--- src/rtl/mux4_rr_arbiter_pkg.sv ---
// ---------------------------------------------------------------------------
// mux4_rr_arbiter_pkg
//   Shared definitions for the 4:1 mux round-robin arbiter and future mux
//   controllers that reuse the same requester count and select width.
//   Contents:
//     NUM_REQ   number of requesters sharing one mux
//     SEL_W     width of the mux select
//     state_t   arbiter FSM state encoding (IDLE/OWN/TURN, 2'b11 illegal)
//     onehot4   select index -> one-hot grant vector
// ---------------------------------------------------------------------------
package mux4_rr_arbiter_pkg;

  localparam int NUM_REQ = 4;
  localparam int SEL_W   = 2;

  // 2'b11 is deliberately left unnamed; the FSM treats it as illegal and
  // recovers to IDLE with no grant.
  typedef enum logic [1:0] {
    ST_IDLE = 2'b00,
    ST_OWN  = 2'b01,
    ST_TURN = 2'b10
  } state_t;

  function automatic logic [NUM_REQ-1:0] onehot4(input logic [SEL_W-1:0] idx);
    logic [NUM_REQ-1:0] v;
    v = '0;
    v[idx] = 1'b1;
    return v;
  endfunction

endpackage

--- src/rtl/mux4_rr_arbiter_if.sv ---
// ---------------------------------------------------------------------------
// mux4_rr_arbiter_if
//   Requester/arbiter bundle for one shared 4:1 single-bit mux.
//   Signals:
//     req      level request per requester, held for the whole transfer
//     gnt      registered one-hot grant, all-zero when nobody owns the mux
//     ss       mux select = owner index, holds last value when gnt == 0
//     busy     high while an owner holds the mux
//     preempt  one-cycle pulse when an owner is cut off by the hold limit
//   Modports:
//     master   requester side (drives req, observes the rest)
//     slave    arbiter side (observes req, drives the rest)
// ---------------------------------------------------------------------------
interface mux4_rr_arbiter_if;
  import mux4_rr_arbiter_pkg::*;

  logic [NUM_REQ-1:0] req;
  logic [NUM_REQ-1:0] gnt;
  logic [SEL_W-1:0]   ss;
  logic               busy;
  logic               preempt;

  modport master (
    output req,
    input  gnt,
    input  ss,
    input  busy,
    input  preempt
  );

  modport slave (
    input  req,
    output gnt,
    output ss,
    output busy,
    output preempt
  );

endinterface

--- src/rtl/mux4_rr_arbiter_rr_pick4.sv ---
// ---------------------------------------------------------------------------
// rr_pick4
//   Combinational rotate-priority scan. Starting at ptr and moving upward
//   modulo 4, returns the first requester whose req bit is set.
//   Ports:
//     req  in   4  request vector
//     ptr  in   2  highest-priority index
//     any  out  1  at least one request present
//     idx  out  2  winning index (equals ptr when any == 0)
// ---------------------------------------------------------------------------
module rr_pick4
  import mux4_rr_arbiter_pkg::*;
(
  input  logic [NUM_REQ-1:0] req,
  input  logic [SEL_W-1:0]   ptr,
  output logic               any,
  output logic [SEL_W-1:0]   idx
);

  logic [SEL_W-1:0] cand;

  // Scan from the lowest-priority offset up to ptr itself so that the last
  // hit written is the one closest to ptr, i.e. the highest-priority winner.
  always_comb begin
    any  = 1'b0;
    idx  = ptr;
    cand = ptr;
    for (int k = NUM_REQ - 1; k >= 0; k--) begin
      cand = ptr + SEL_W'(k);
      if (req[cand]) begin
        any = 1'b1;
        idx = cand;
      end
    end
  end

endmodule

--- src/rtl/mux4_rr_arbiter.sv ---
// ---------------------------------------------------------------------------
// mux4_rr_arbiter
//   Round-robin arbiter sharing one 4:1 single-bit mux among four requesters.
//   Grants one requester at a time, drives the mux select, limits how long
//   an owner may hold the mux while others wait, and inserts a one-cycle dead
//   turnaround (TURN) on every ownership change so the mux output never
//   switches mid-grant.
//   Parameters:
//     MAX_HOLD  max consecutive grant cycles while another req is pending;
//               0 = unlimited
//     CNT_W     hold counter width, must satisfy MAX_HOLD < 2**CNT_W
//   Ports:
//     clk    rising-edge clock
//     rst_n  synchronous active-low reset
//     bus    slave side of mux4_rr_arbiter_if (req in; gnt/ss/busy/preempt out)
// ---------------------------------------------------------------------------
module mux4_rr_arbiter
  import mux4_rr_arbiter_pkg::*;
#(
  parameter int MAX_HOLD = 8,
  parameter int CNT_W    = 4
) (
  input  logic               clk,
  input  logic               rst_n,
  mux4_rr_arbiter_if.slave   bus
);

  if (MAX_HOLD < 0 || MAX_HOLD >= (1 << CNT_W)) begin : g_bad_cfg
    $error("mux4_rr_arbiter: MAX_HOLD must be in [0, 2**CNT_W)");
  end

  // With an unlimited hold the counter only needs to stop wrapping; it is
  // never compared against a limit.
  localparam logic [CNT_W-1:0] HOLD_CAP =
    (MAX_HOLD == 0) ? {CNT_W{1'b1}} : CNT_W'(MAX_HOLD);

  state_t             state_q, state_d;
  logic [NUM_REQ-1:0] gnt_q, gnt_d;
  logic [SEL_W-1:0]   ss_q, ss_d;
  logic [SEL_W-1:0]   ptr_q, ptr_d;
  logic [CNT_W-1:0]   hold_q, hold_d;
  logic               preempt_q, preempt_d;

  logic               pick_any;
  logic [SEL_W-1:0]   pick_idx;
  logic               owner_req;
  logic               others_wait;
  logic               hold_expired;

  rr_pick4 u_pick (
    .req (bus.req),
    .ptr (ptr_q),
    .any (pick_any),
    .idx (pick_idx)
  );

  // In OWN the select register always names the owner.
  assign owner_req    = bus.req[ss_q];
  assign others_wait  = (bus.req & ~gnt_q) != '0;
  assign hold_expired = (MAX_HOLD != 0) && (hold_q == HOLD_CAP) && others_wait;

  always_comb begin
    state_d   = state_q;
    gnt_d     = gnt_q;
    ss_d      = ss_q;
    ptr_d     = ptr_q;
    hold_d    = hold_q;
    preempt_d = 1'b0;

    case (state_q)
      // IDLE and TURN arbitrate identically; they differ only in where the
      // FSM came from. ss is left alone so the mux does not glitch.
      ST_IDLE, ST_TURN: begin
        gnt_d = '0;
        if (pick_any) begin
          state_d = ST_OWN;
          gnt_d   = onehot4(pick_idx);
          ss_d    = pick_idx;
          hold_d  = CNT_W'(1);
        end else begin
          state_d = ST_IDLE;
        end
      end

      ST_OWN: begin
        if (!owner_req || hold_expired) begin
          state_d   = ST_TURN;
          gnt_d     = '0;
          ptr_d     = ss_q + SEL_W'(1);
          // A voluntary release on the same edge is not a preemption.
          preempt_d = owner_req;
        end else if (hold_q != HOLD_CAP) begin
          hold_d = hold_q + CNT_W'(1);
        end
      end

      default: begin
        state_d = ST_IDLE;
        gnt_d   = '0;
      end
    endcase
  end

  // ---- register stage: FSM, pointer, hold counter, outputs ----
  always_ff @(posedge clk) begin
    if (!rst_n) begin
      state_q   <= ST_IDLE;
      gnt_q     <= '0;
      ss_q      <= '0;
      ptr_q     <= '0;
      hold_q    <= '0;
      preempt_q <= 1'b0;
    end else begin
      state_q   <= state_d;
      gnt_q     <= gnt_d;
      ss_q      <= ss_d;
      ptr_q     <= ptr_d;
      hold_q    <= hold_d;
      preempt_q <= preempt_d;
    end
  end

  assign bus.gnt     = gnt_q;
  assign bus.ss      = ss_q;
  assign bus.busy    = (state_q == ST_OWN);
  assign bus.preempt = preempt_q;

endmodule

--- src/flat_wrapper.sv ---
// flat-port wrapper written by rule: the top's interface ports become plain ports
module mux4_rr_arbiter_flat import mux4_rr_arbiter_pkg::*;
#(
  parameter int MAX_HOLD = 8,
  parameter int CNT_W    = 4
)
  (clk, rst_n, bus_req, bus_gnt, bus_ss, bus_busy, bus_preempt);
  mux4_rr_arbiter_if bus_i ();
  input  logic clk;
  input  logic rst_n;
  input wire logic [$bits(bus_i.req)-1:0] bus_req;
  output wire logic [$bits(bus_i.gnt)-1:0] bus_gnt;
  output wire logic [$bits(bus_i.ss)-1:0] bus_ss;
  output wire logic [$bits(bus_i.busy)-1:0] bus_busy;
  output wire logic [$bits(bus_i.preempt)-1:0] bus_preempt;
  assign bus_i.req = bus_req;
  assign bus_gnt = bus_i.gnt;
  assign bus_ss = bus_i.ss;
  assign bus_busy = bus_i.busy;
  assign bus_preempt = bus_i.preempt;
  mux4_rr_arbiter #(.MAX_HOLD(MAX_HOLD), .CNT_W(CNT_W)) u_core (.clk(clk), .rst_n(rst_n), .bus(bus_i));
endmodule
--- config.mk ---
export PLATFORM = sky130hd
export DESIGN_NAME = mux4_rr_arbiter_flat
export DESIGN_NICKNAME = d
export VERILOG_FILES = /design/src/rtl/mux4_rr_arbiter_pkg.sv /design/src/rtl/mux4_rr_arbiter_if.sv /design/src/rtl/mux4_rr_arbiter_rr_pick4.sv /design/src/rtl/mux4_rr_arbiter.sv /design/src/flat_wrapper.sv
export SDC_FILE = /design/constraint.sdc
export NUM_CORES = 1
export LEC_CHECK = 0
export BUFFER_PORTS_ARGS = -buffer_cell sky130_fd_sc_hd__clkbuf_2
export CAP_MARGIN = 10
export CORE_MARGIN = 2
export CORE_UTILIZATION = 52
export CTS_CLUSTER_SIZE = 16
export DETAILED_ROUTE_END_ITERATION = 8
export PLACE_DENSITY = 0.75
export SLEW_MARGIN = 30
export SYNTH_ARGS = -nofsm -noshare
export SYNTH_HDL_FRONTEND = slang
export SYNTH_SLANG_ARGS = --single-unit
--- constraint.sdc ---
create_clock -name clk -period 2.55 [get_ports clk]
set_clock_uncertainty 0.2 [all_clocks]
set_input_delay 0.3825 -clock clk [delete_from_list [all_inputs] [get_ports clk]]
set_output_delay 0.3825 -clock clk [all_outputs]
set_load 0.05 [all_outputs]
Word-level counts from Yosys, hierarchy flattened
Cells that the tools add are included.

Register bits after elaboration: 15. Latch bits: 0. RAM bits: 0. Memory bits (read-only): 0. Input bits: 6. Output and inout bits: 8. Logic and storage cells: 70. Memories: 0.

$add $sub $neg: 5. Multipliers: 0. Divide/modulo/power cells: 0. Order comparisons: 7. Equality and inequality tests: 8. Shift-type cells: 0. Muxes and demuxes: 30. Bitwise operators: 2. Reductions and logical operators: 12.

Operators by type and width (count): $mux 4 (5); $lt 2x3->1 const B (6); $pmux 4 s2 (2); $mux 1 (11); $bmux 1 s2 (5); $mux 2 (5); $ne 2x1->1 const B (3); $add 2x1->2 const B (2); $add 2x2->2 const B (2); $add 4x1->4 const B (1); $and 4x4->4 (1); $eq 4x4->1 const B (1); $ne 4x4->1 const B (1); $not 4->4 (1); $pmux 2 s2 (1); $reduce_and 2->1 (2); $reduce_and 4->1 (1); $reduce_bool 4->1 (1); $reduce_and 3->1 (1); $demux 1 s2 (1); $eq 2x1->1 const B (1); $eq 2x2->1 const B (1); $ge 2x1->1 const B (1); $logic_and 1x1->1 (2); 6 further kinds (6).

Longest topological paths before layout
Gate-level depths: netlist of the first run.

Depth after elaboration: 13. Depth in mapped cells: 8. Depth with buffers taken out: 7.

Cells and area by module
From an unflattened synthesis of the first run, not the netlist that was laid out.

Cell total of the unflattened synthesis: 97. Area total of the unflattened synthesis: 787.0 µm².

By module, submodules not included: mux4_rr_arbiter (instances 1, cells an instance 81, area each 686.9 µm², seq. area each 300.3 µm²); rr_pick4 (instances 1, cells an instance 16, area each 100.1 µm², seq. area each 0.0 µm²).

Least setup slack after synthesis of the first run
OpenSTA, ideal clock, no wires.

Path type: flip-flop to flip-flop. From: register u_core.state_q[0]. To: register u_core.hold_q[3]. Setup time: 121 ps. Arrival time: 1915 ps. Data required time: 2229 ps. Setup slack: 314 ps. Cell stages (with the launch flop): 7. Path buffers: 1. Clock period less this slack: 2236 ps. Path through: dfxtp_1 -> nor2b_1 -> and3_4 -> buf_6 -> nand4_2 -> xor2_1 -> nor2_1.

Elaborated cells between the ends (all ways): 10. Those cells by class: eq/ne: 5; mux: 1; reduce/logical: 4.

RTL lines: start: declaration (line mux4_rr_arbiter.sv:37) `state_t state_q, state_d;`; start signal: assignment (line mux4_rr_arbiter.sv:114) `state_q <= state_d;`; $eq 2x1->1 (*); net bus_busy (line flat_wrapper.sv:14) `output wire logic [$bits(bus_i.busy)-1:0] bus_busy;`; $ne 2x2->1 (no source line), or another cell as far along; $reduce_and 4->1 (no source line); end signal: assignment (line mux4_rr_arbiter.sv:118) `hold_q <= hold_d;`; end: declaration (line mux4_rr_arbiter.sv:41) `logic [CNT_W-1:0] hold_q, hold_d;`.

The timed path passes the listed nets; every way through them passes the cells marked *. A chain may end at the register's enable or synchronous reset.

Final worst setup path of the first run
From: register u_core.state_q[0]. To: output bus_busy.

Word-level cells in the longest chain between the ends: 1.

RTL lines: $eq 2x1->1 (line mux4_rr_arbiter.sv:125) `assign bus.busy = (state_q == ST_OWN);`; end: declaration (line flat_wrapper.sv:14).

No other way between the ends.

==> results of run 1 <==
cells by family after synthesis:
kind of cell | Yosys count | share of synthesized area [%]
mux | 3 | 5.484
simple gates | 39 | 28.71
buf+inv | 7 | 4.355
flops | 15 | 38.71
compound gates | 19 | 16.13
fa+ha+maj | 2 | 3.225
xor+xnor | 3 | 3.388
area by class of cell:
| cell class | instances | area, µm² |
|---|---|---|
| Sequential cell | 15 | 300.3 |
| Multi-Input combinational cell | 66 | 441.7 |
| Timing Repair Buffer | 13 | 65.06 |
| Clock buffer | 4 | 26.28 |
| Tap cell | 15 | 18.77 |
| Fill cell | 133 | 479.2 |
| Inverter | 5 | 18.77 |
where the power goes:
part / internal, mW / total (mW) / switching [mW]
registers: 0.251 / 0.269 / 0.0174
logic: 0.0489 / 0.141 / 0.0922
clock network: 0.0607 / 0.133 / 0.0720
total: 0.361 / 0.543 / 0.182
path summary, 6_finish.rpt:
kind                                    end  slack (ps)  cells past startpoint
max                                bus_busy         600                      2
min          u_core.state_q[1]$_SDFFE_PN0P_         160                      2
max reg2reg   u_core.hold_q[3]$_SDFFE_PN0P_         700                      5
min reg2reg  u_core.bus.gnt[0]$_SDFFE_PN0P_         270                      2
cells in the mapped netlist (2+ instances only):
library cell | number | area (µm²)
a21oi_1 | 4 | 20.02
o31ai_1 | 2 | 15.01
nand2_1 | 6 | 22.52
ha_1 | 2 | 25.02
nand2b_1 | 3 | 18.77
nor2b_1 | 3 | 18.77
o21ai_0 | 4 | 20.02
inv_1 | 5 | 18.77
xor2_1 | 2 | 17.52
nand3b_1 | 5 | 37.54
dfxtp_1 | 15 | 300.3
mux2i_1 | 2 | 20.02
nor2_1 | 12 | 45.04
a211oi_1 | 2 | 15.01
worst register-to-register path, stage by stage, from the launching register on:
cell	delay (ps)
dfxtp_1	430
mux4_2	580
and3_4	220
nand4_2	90
xor2_1	160
nor2_1	60
per-layer routing:
| layer | routed length [µm] | share of wire, % | track usage, % |
|---|---|---|---|
| met5 | 0 | 0 | 0 |
| met4 | 0 | 0 | 5.625 |
| met3 | 91 | 5.8 | 9.483 |
| met2 | 771 | 49 | 31.82 |
| met1 | 701 | 45 | 22.55 |
cells in the final DEF (no fill, tap or decap), drive strengths merged, types with 2 or more instances in the layout:
cell type  synthesis  layout
nand2b             3       3
xor2               2       2
ha                 2       2
inv                5       5
nor3               2       2
nor2              12      12
nor2b              3       3
nand3b             5       5
clkbuf             1      17
o21ai              5       5
a21oi              4       4
nand2              6       6
a211oi             2       2
and3               2       2
o31ai              2       2
mux2i              2       2
dfxtp             15      15
state kept, by name, indices dropped and copies added (netlist names):
| name | flops |
|---|---|
| u_core.bus.ss | 2 |
| u_core.state_q | 2 |
| u_core.ptr_q | 2 |
| u_core.bus.preempt | 1 |
| u_core.hold_q | 4 |
| u_core.bus.gnt | 4 |
through the flow:
step | utilization, % | instances
after floorplan | - | 88
after global placement | 62.56 | 114
after detailed placement | 62.56 | 114
after CTS | 64.50 | 118
after global routing | 64.50 | 118
final | 64.50 | 118
==> out/summary.md, run 1 <==
Summing every instance area after synthesis gives 775.7 µm². Input and output buffers added on the ports amount to 13. The logs give 58.22% for the remaining max-slew budget at the tightest pin and 0.5425 mW for the total power draw. The run gives 35 as the post-synthesis cell type count.

The total of hold buffers inserted after clock tree synthesis was 0; the number of flops mapped to enable cells by yosys was 0. The run gives 1.183 mm as the half-perimeter wire length after placement. For this run the aggregate overflow at the end of global routing stands at 0. Timing analysis after detailed placement gives a worst setup slack of 610.4 ps. The number of max-cap violations came out at 0. The floorplan step set the die height to 42.63 µm.

Sequential cells were found to cover 38.71% of the synthesized design area. For the number of setup buffers added after CTS, the log shows 0. The run gives 1 as the level count of the clock H-tree.

The core region is 1350 µm². After detailed routing, the average wire length per cell comes to 13.25 µm. The peak fanout along the critical path came out at 5.

The total power density per cell area is 623.0 nW/µm². In this run the clock root is driven by a clkbuf_4. Setup repair after global routing left no endpoint under its margin. TritonCTS built the clock tree.

The logs give 354.0 µV for the worst vdd rail ir drop and 0.8763 for the final RePlAce weighted congestion. The tools report the initial antenna violation count as 0. Static timing analysis puts the maximum clock frequency at 512.0 MHz.

Synthesis produced a netlist whose cell count is 88. The initial utilization of the core area, before any placement, comes to 57.46%. The worst-case setup margin in the final layout was 597.0 ps. After detailed routing, the number of remaining DRC violations is 0. For the leakage power total, the log shows 0.3800 nW.

The cell area after placement came out at 844.6 µm². The origin of the worst min-delay path is rst_n. Transition at the pin with the smallest max-transition slack: 624.3 ps. The critical path start-end classification was flip-flop to output pin. After synthesis the netlist holds a flip-flop and latch count of 15.

The via count of the first global-routing pass is 637, and the largest stage delay on the critical path is 390 ps. The endpoint arrival time on the critical path is 1370 ps. Summing all non-filler instances in the final layout gives an area of 870.8 µm². Clock-pin slew was measured on the worst setup and hold paths at 90 ps.

The worst setup path is captured at an output pin. The total count of max-transition violations in the final report was 0; the overall fraction of global-route tracks in use was 19.57%. The first global-routing pass estimated 2.691 mm of wire. The count of nets after finishing came out at 112. In this run the core area contains 13 standard-cell rows. Entering global routing, the biggest net connects 12 pins. The worst register-to-register path begins at u_core.bus.ss[0]$_SDFFE_PN0P_. Gates resized during post-CTS repair numbered 0.

The clock period minus final worst setup slack is 1953 ps, and the count of warnings emitted by yosys is 0. In this run, CTS created clock tree buffers numbering 3. The clock reaches the later pin of the worst-skew pair after 280 ps.

The final antenna diode count was 0; the via-per-instance ratio was 5.771. The clock passes through at most 2 buffers. The flow ran to the end, and the final reports show no timing, DRC or antenna violations. The tightest hold margin came out at 163.3 ps. The path class of the tightest hold or removal check is primary input to flip-flop. During I/O placement, the number of pins put on the boundary was 14. Most used flip-flop cell after synthesis: dfxtp_1. For the area of the die, the log shows 1817 µm². Setup violations remaining at the end of the flow were counted as 0.

The largest delay contributor family on the critical path is flip-flops. The signal on the critical path passes through nor2b_1, clkbuf_2. Share of the clock period used by the worst path after layout: 76.59%. Data on the critical path is required at its endpoint by 1970 ps.

The tools report the total detailed-routing wirelength as 1.564 mm. For this run, the detailed router's first-pass iteration total came to 4. The tools report the number of DRC violations after detailed-routing iteration 0 as 15.

Tracing the worst setup path back leads to its startpoint at u_core.state_q[0]$_SDFFE_PN0P_. The relative area change from synthesis to final layout is 12.26%, and the number of antenna-violating nets in the routed design is 0. Cell with the largest stage delay on the worst path: dfxtp_1. The die width is 42.63 µm, and the buffers plus inverters on the worst setup path is 1. The final-report hold violation count is 0, and the sum of negative setup slack is 0 ps. The number of nets in the synthesized netlist is 96.

Across all layers, the routed design uses 681 vias. In the final layout, the share of cells above drive strength 1 is 20.39%. CTS saw 15 sinks.

The kind of start point of the critical path was a flip-flop. The post-synthesis area per instance was 8.815 µm²; the share of synthesized registers carrying an async set or reset was 0%.
No activity file was read; power rests on OpenSTA's default activity.
==> run 2, diff against run 1 <==
Settings changed: CORE_UTILIZATION 52 to 47, PLACE_DENSITY 0.75 to 0.72.
Clock period 2.55 ns to 1.6 ns, I/O delays scaled along.
==> run 2 against run 1 <==
The flow now finishes with violations (setup timing). Global-route usage grew 1.1 points. First-iteration DRC count up 40%. Sequential power grew 59%. Routed wire length increased by 18%. Sequential share of layout area decreased by 5.0 points. Cell area rose by 23%. Critical endpoint is now u_core.hold_q[3]$_SDFFE_PN0P_.
==> out/summary.md, run 2 (synthesis results as in run 1) <==
For the tightest hold margin, the log shows 22.17 ps (-141.1 ps). After global routing, the most crowded layer is met2. The minimum setup slack among reg-to-reg paths is -130 ps (-830 ps), and the maximum clock rate is 577.1 MHz.

The initial antenna violation count is 0 (unchanged), and the total power density per cell area is 882.8 nW/µm² (+42%). The largest stage delay on the critical path works out to 530 ps (+140 ps). The worst reg-to-reg path cell count is 5 (unchanged), and the total of hold buffers inserted after clock tree synthesis is 0 (unchanged). The worst vdd rail ir drop was 567.7 µV (+60%).

The worst register-to-register path ends at u_core.hold_q[3]$_SDFFE_PN0P_. Number of instances on the worst hold path: 2 (unchanged). For the post-route cell area, the log shows 1075 µm² (+23%). The critical path in this run is classified as flip-flop to flip-flop. The final RePlAce weighted congestion is 0.9055 (+3.3%).

The quantity of I/O buffers inserted on ports was 13 (unchanged). Final setup violation count: 11 (+11). The maximum clock path buffer count is 2 (unchanged), and the number of DRC violations after detailed-routing iteration 0 is 21 (+6). STA classifies the critical path endpoint as a flip-flop. The proportion of layout cells with a drive suffix above 1 is 47.50% (+27 points), and the number of filler cells placed in the layout is 116 (-13%). For the first-pass GRT wire length, the log shows 2.953 mm (+9.7%). The via-per-instance ratio was 5.456 (-5.5%). The logs give 0 (unchanged) for the final-report hold violation count and 681 (+6.9%) for the via count of the first global-routing pass.

The clock insertion delay at the later pin of the skew report was 280 ps (about the same). The row count was 14 (+1). The logs give 0 (unchanged) for the leftover overflow at the end of global routing and 0.4875 nW (+28%) for the leakage power total. In this run the most critical hold path is launched from rst_n. Traced cell by cell, the critical path runs through mux4_2, and3_4, nand4_4, xor2_1, nor2_1. Overall fraction of global-route tracks in use: 20.69% (+1.1 points). The tools report the area of the die as 1991 µm² (+9.6%). The transition at the pin with the smallest max-transition slack works out to 380.4 ps (-243.9 ps). The die span in y is 44.63 µm (+4.7%), and the post-detailed-route DRC marker count is 0 (unchanged). The die width is 44.63 µm (+4.7%). The run gives 74.41% (+16 points) as the remaining max-slew budget at the tightest pin.

Leaving out fill and tap cells, the most frequent cell in the layout is buf_4. The number of max-cap violations is 0 (unchanged). The path with the worst hold slack has its endpoint at u_core.state_q[1]$_SDFFE_PN0P_. The CTS sink count was 15 (unchanged); the peak fanout along the critical path was 6 (+1).

Setup repair after global routing could not meet its margin everywhere. The logs give 1570 ps (-400 ps) for the required time at the endpoint of the critical path and 3 (unchanged) for the total clock buffers created by CTS. The mean routed wirelength per cell was 13.51 µm (+2.0%).

Global-route met1 utilization: 22.31% (-0.24 points). The cell area after placement was 972.2 µm² (+15%). Kind of start point of the critical path: a flip-flop. For the level count of the clock H-tree, the log shows 1 (unchanged). The startpoint identified for the worst register-to-register timing path is u_core.bus.ss[0]$_SDFFE_PN0P_.

The class of the tightest hold or removal check was primary input to flip-flop. TritonCTS built the clock tree. Clock transition at the registers of the reported paths: 90 ps (about the same). The cell sitting at the root of the clock tree is a clkbuf_4. The endpoint arrival time on the critical path came out at 1700 ps (+330 ps). The total count of max-transition violations in the final report is 0 (unchanged). The logs give 14 (unchanged) for the boundary pin count and 742 (+9.0%) for the number of vias after detailed routing. The logs give 38.55% (+6.7 points) for the global routing usage on met2 and 50.90% (-6.6 points) for the effective utilization at floorplan. The core area came out at 1524 µm² (+13%). In the layout the commonest cells are 17 x buf_4, 12 x clkbuf_2, 11 x nor2_1, 7 x dfxtp_2, 6 x dfxtp_1.

The relative area change from synthesis to final layout was 38.55%; the worst setup timing slack at the placement stage was -143.8 ps (-754.2 ps). The count of nets after finishing is 129 (+15%), and the clock period minus final worst setup slack is 1733 ps. The checks that failed: setup timing.

Of the available clock period, the critical path in the final layout requires 108.3%. Number of antenna-violating nets in the routed design: 0 (unchanged). For the largest net degree at the start of global routing, the log shows 12 (unchanged). Total detailed-routing wirelength: 1.838 mm (+18%). The first-pass iteration count of the detailed router is 4 (unchanged). On the critical path, the stage with the largest delay is an instance of mux4_2.

The final antenna diode count came out at 0 (unchanged). The half-perimeter wire length after placement was 1.324 mm (+12%); the met3 capacity usage during global routing was 6.122% (-3.4 points). The worst-case setup margin in the final layout is -132.9 ps (-729.9 ps). The run finished, with violations left.
-- run 2: cell types whose count changed in the layout (fill, tap and decap cells not counted), sizes merged --
cell	before	now
buf	0	17
-- run 2: timing repair --
action / CTS / global route
resized for setup: 5 / 11
setup buffers: 1 / 3
pin swaps: 5 / 11
endpoints found under the setup margin: 7 / 15
-- run 2: critical path: cells and delay by family, from the launching register on --
kind	cells	cell delay [ps]
flip-flops	1	360
XOR/XNOR	1	160
AND/OR/NAND/NOR	3	370
multiplexers	1	530
-- run 2: worst max path at each step --
stage | start | to | slack, ps | cells past startpoint
2_1_floorplan | u_core.bus.ss[0]$_SDFFE_PN0P_ | u_core.hold_q[2]$_SDFFE_PN0P_ | -260 | 6
3_3_place_gp | bus_req[2] | u_core.bus.gnt[0]$_SDFFE_PN0P_ | -90 | 6
3_5_place_dp | bus_req[3] | u_core.hold_q[3]$_SDFFE_PN0P_ | -140 | 6
4_1_cts | u_core.bus.ss[0]$_SDFFE_PN0P_ | u_core.hold_q[0]$_SDFFE_PN0P_ | -130 | 3
5_1_grt | u_core.bus.ss[0]$_SDFFE_PN0P_ | u_core.hold_q[3]$_SDFFE_PN0P_ | -170 | 5
6_report | u_core.bus.ss[0]$_SDFFE_PN0P_ | u_core.hold_q[3]$_SDFFE_PN0P_ | -130 | 5
-- run 2: through the flow --
step                utilization [%]  std cells  power (mW)  setup TNS, ps
global route                  70.53        136       1.000          -1253
finish                        70.53        136      0.9488         -681.4
global placement              63.79        128      0.6987         -379.5
detailed placement            63.79        128      0.7040         -650.2
floorplan                         -         88      0.6193          -1109
CTS                           67.16        133      0.9323         -464.5
-- run 2: routing by layer --
metal,wire [µm],up-vias
met5,0,-
met4,40,0
met3,65,4
met2,994,17
met1,737,346
li1,-,375
-- run 2: layout make-up --
cell class / instances / area [µm²] / area share, %
inverter: 5 / 18.77 / 1.746
clock buffer: 4 / 26.28 / 2.445
sequential: 15 / 316.6 / 29.45
tap: 16 / 20.02 / 1.863
multi-input combinational: 66 / 491.7 / 45.75
timing repair buffer: 30 / 201.4 / 18.74
-- run 2: power breakdown --
| group | switching [mW] | total (mW) | internal [mW] | leakage, nW |
|---|---|---|---|---|
| clock | 0.116 | 0.212 | 0.0967 | 0.0150 |
| combinational | 0.177 | 0.309 | 0.132 | 0.345 |
| sequential | 0.0237 | 0.427 | 0.404 | 0.127 |
==> run 3, diff against run 2 <==
--- a/config.mk
+++ b/config.mk
@@ -9,8 +9,8 @@
 export CAP_MARGIN = 10
 export CORE_MARGIN = 2
-export CORE_UTILIZATION = 47
+export CORE_UTILIZATION = 52
 export CTS_CLUSTER_SIZE = 16
 export DETAILED_ROUTE_END_ITERATION = 8
-export PLACE_DENSITY = 0.72
+export PLACE_DENSITY = 0.75
 export SLEW_MARGIN = 30
 export SYNTH_ARGS = -nofsm -noshare
==> constraint.sdc (replaced) <==
create_clock -name clk -period 1.85 [get_ports clk]
set_clock_uncertainty 0.2 [all_clocks]
set_input_delay 0.2775 -clock clk [delete_from_list [all_inputs] [get_ports clk]]
set_output_delay 0.2775 -clock clk [all_outputs]
set_load 0.1 [all_outputs]
==> run 3 against run 2 <==
The flow now finishes without violations. Highest routed layer unchanged. Die area decreased by 8.8%. Global-route usage decreased by 1.8 points. Utilization decreased by 1.2 points. Worst setup slack improved by 240 ps. Final cell count decreased by 11%. Maximum frequency decreased by 0.30%. Register-to-register slack improved by 240 ps. Routed wire length decreased by 13%. Sequential power decreased by 13%. Critical path type unchanged. Sequential cell count unchanged. First-iteration DRC count decreased by 14%. Total power decreased by 12%.
==> out/summary.md, run 3 (synthesis results as in run 1) <==
The flow ran to the end, and the final reports show no timing, DRC or antenna violations. The tools report the required time at the endpoint of the critical path as 1830 ps (+260 ps). Setup repair after global routing left no endpoint under its margin. The logs give 0 (-11) for the final setup violation count and 57.46% (+6.6 points) for the effective utilization at floorplan. The peak fanout along the critical path came out at 6 (unchanged).

The tools report the via count of the first global-routing pass as 622 (-8.7%). The mean routed wirelength per cell is 13.22 µm (-2.2%), and the CTS sink count is 15 (unchanged). The total power draw was 0.8359 mW (-12%); the clock period minus final worst setup slack was 1738 ps (+5.135 ps). The critical path start-end classification was flip-flop to flip-flop. For the boundary pin count, the log shows 14 (unchanged). TritonCTS built the clock tree. The quantity of I/O buffers inserted on ports was 13 (unchanged).

For the remaining max-slew budget at the tightest pin, the log shows 59.10% (-15 points). The run gives 13 (-1) as the row count. The clock transition at the registers of the reported paths is 90 ps (about the same). The run gives 0 (unchanged) as the leftover overflow at the end of global routing. The die width is 42.63 µm (-4.5%).

The total power density per cell area works out to 893.1 nW/µm² (+1.2%). The initial antenna violation count is 0 (unchanged), and the total clock buffers created by CTS is 3 (unchanged). Via-per-instance ratio: 5.678 (+4.1%). The top cell types in the final layout, fill and taps aside, are 12 x clkbuf_2, 11 x nor2_1, 9 x dfxtp_1.

The tools report the number of DRC violations after detailed-routing iteration 0 as 18 (-14%). The leakage power total was 0.4063 nW (-17%); the die span in y was 42.63 µm (-4.5%). Level count of the clock H-tree: 1 (unchanged). Worst vdd rail ir drop: 760.1 µV (+34%). The library cell used most frequently in the layout, excluding fill and tap cells, is clkbuf_2. The core area is 1350 µm² (-11%). The final-report hold violation count was 0 (unchanged); the first-pass GRT wire length was 2.635 mm (-11%). The logs give 290 ps (about the same) for the clock insertion delay at the later pin of the skew report and 18.88% (-1.8 points) for the overall fraction of global-route tracks in use. Kind of start point of the critical path: a flip-flop. STA classifies the critical path endpoint as a flip-flop. The number of vias after detailed routing was 687 (-7.4%). The logs give 0 ps (+681.4 ps) for the sum of negative setup slack and 0 (unchanged) for the final antenna diode count. The total count of max-transition violations in the final report is 0 (unchanged), and the first-pass iteration count of the detailed router is 5 (+1). The run gives 115 (-11%) as the count of nets after finishing. The largest net degree at the start of global routing is 12 (unchanged). Number of max-cap violations: 0 (unchanged). The share of the clock period used by the worst path after layout was 93.95% (-14 points); the proportion of layout cells with a drive suffix above 1 was 33.02% (-14 points).

The worst hold path belongs to the class primary input to flip-flop. The number of setup buffers added after CTS is 0 (-1), and the half-perimeter wire length after placement is 1.221 mm (-7.8%). The root buffer cell chosen for the clock tree is clkbuf_4. The transition at the pin with the smallest max-transition slack was 611.2 ps (+230.8 ps); the final cell utilization of the core was 69.32% (-1.2 points). The total detailed-routing wirelength is 1.600 mm (-13%), and the maximum clock rate is 575.3 MHz (-0.30%). The final RePlAce weighted congestion was 0.8690 (-4.0%); the post-detailed-route DRC marker count was 0 (unchanged). For the endpoint arrival time on the critical path, the log shows 1720 ps (+20 ps). For the number of antenna-violating nets in the routed design, the log shows 0 (unchanged).

The maximum clock path buffer count was 2 (unchanged); the relative area change from synthesis to final layout was 20.65%. The area of the die was 1817 µm² (-8.8%).
## run 3: timing repair
item	4_1_cts	5_1_grt
gates resized for setup	0	2
endpoints found under the setup margin	0	1
hold buffers	0	0
## run 3: through the flow
stage / worst slack (ps) / hold slack (ps) / cells / cell area (µm²)
floorplan: -131.3 / 199.2 / 88 / 804.5
global placement: 109.3 / 249.9 / 117 / 898.4
detailed placement: 73.47 / 255.9 / 117 / 898.4
CTS: 105.1 / 55.03 / 121 / 925.9
global route: 36.58 / 70.24 / 121 / 935.9
finish: 111.9 / 49.43 / 121 / 935.9
## run 3: power by group
part	total (mW)	switching (mW)	internal [mW]
clock	0.191	0.111	0.0803
combinational	0.273	0.190	0.0832
sequential	0.371	0.0229	0.348
total	0.836	0.324	0.512
## run 3: worst max-delay path: stages (launching register included)
cell and delay, ps:
dfxtp_4 390, mux4_2 530, and3_4 240, nand2_2 70, xor2_1 140, nor2_1 60
## run 3: area by class of cell
cell class | count | area (µm²)
Fill cell | 116 | 414.1
Clock inverter | 1 | 5.005
Sequential cell | 15 | 310.3
Multi-Input combinational cell | 66 | 470.5
Inverter | 5 | 18.77
Clock buffer | 3 | 22.52
Tap cell | 15 | 18.77
Timing Repair Buffer | 16 | 90.09
## run 3: per-layer routing
| metal | wire length, µm | vias to the layer above | global-route usage (%) |
|---|---|---|---|
| met3 | 73 | 8 | 4.310 |
| met1 | 742 | 315 | 23.67 |
| met5 | 0 | - | 0 |
| met2 | 738 | 20 | 30.30 |
| li1 | - | 344 | - |
| met4 | 46 | 0 | 8.750 |
## run 3: worst paths after layout
check                            startpoint                        endpoint  slack [ps]  cells past startpoint
max           u_core.bus.ss[0]$_SDFFE_PN0P_   u_core.hold_q[2]$_SDFFE_PN0P_         110                      5
min                                   rst_n  u_core.state_q[1]$_SDFFE_PN0P_          50                      2
max reg2reg   u_core.bus.ss[0]$_SDFFE_PN0P_   u_core.hold_q[2]$_SDFFE_PN0P_         110                      5
min reg2reg  u_core.bus.gnt[0]$_SDFFE_PN0P_  u_core.bus.gnt[0]$_SDFFE_PN0P_         260                      2
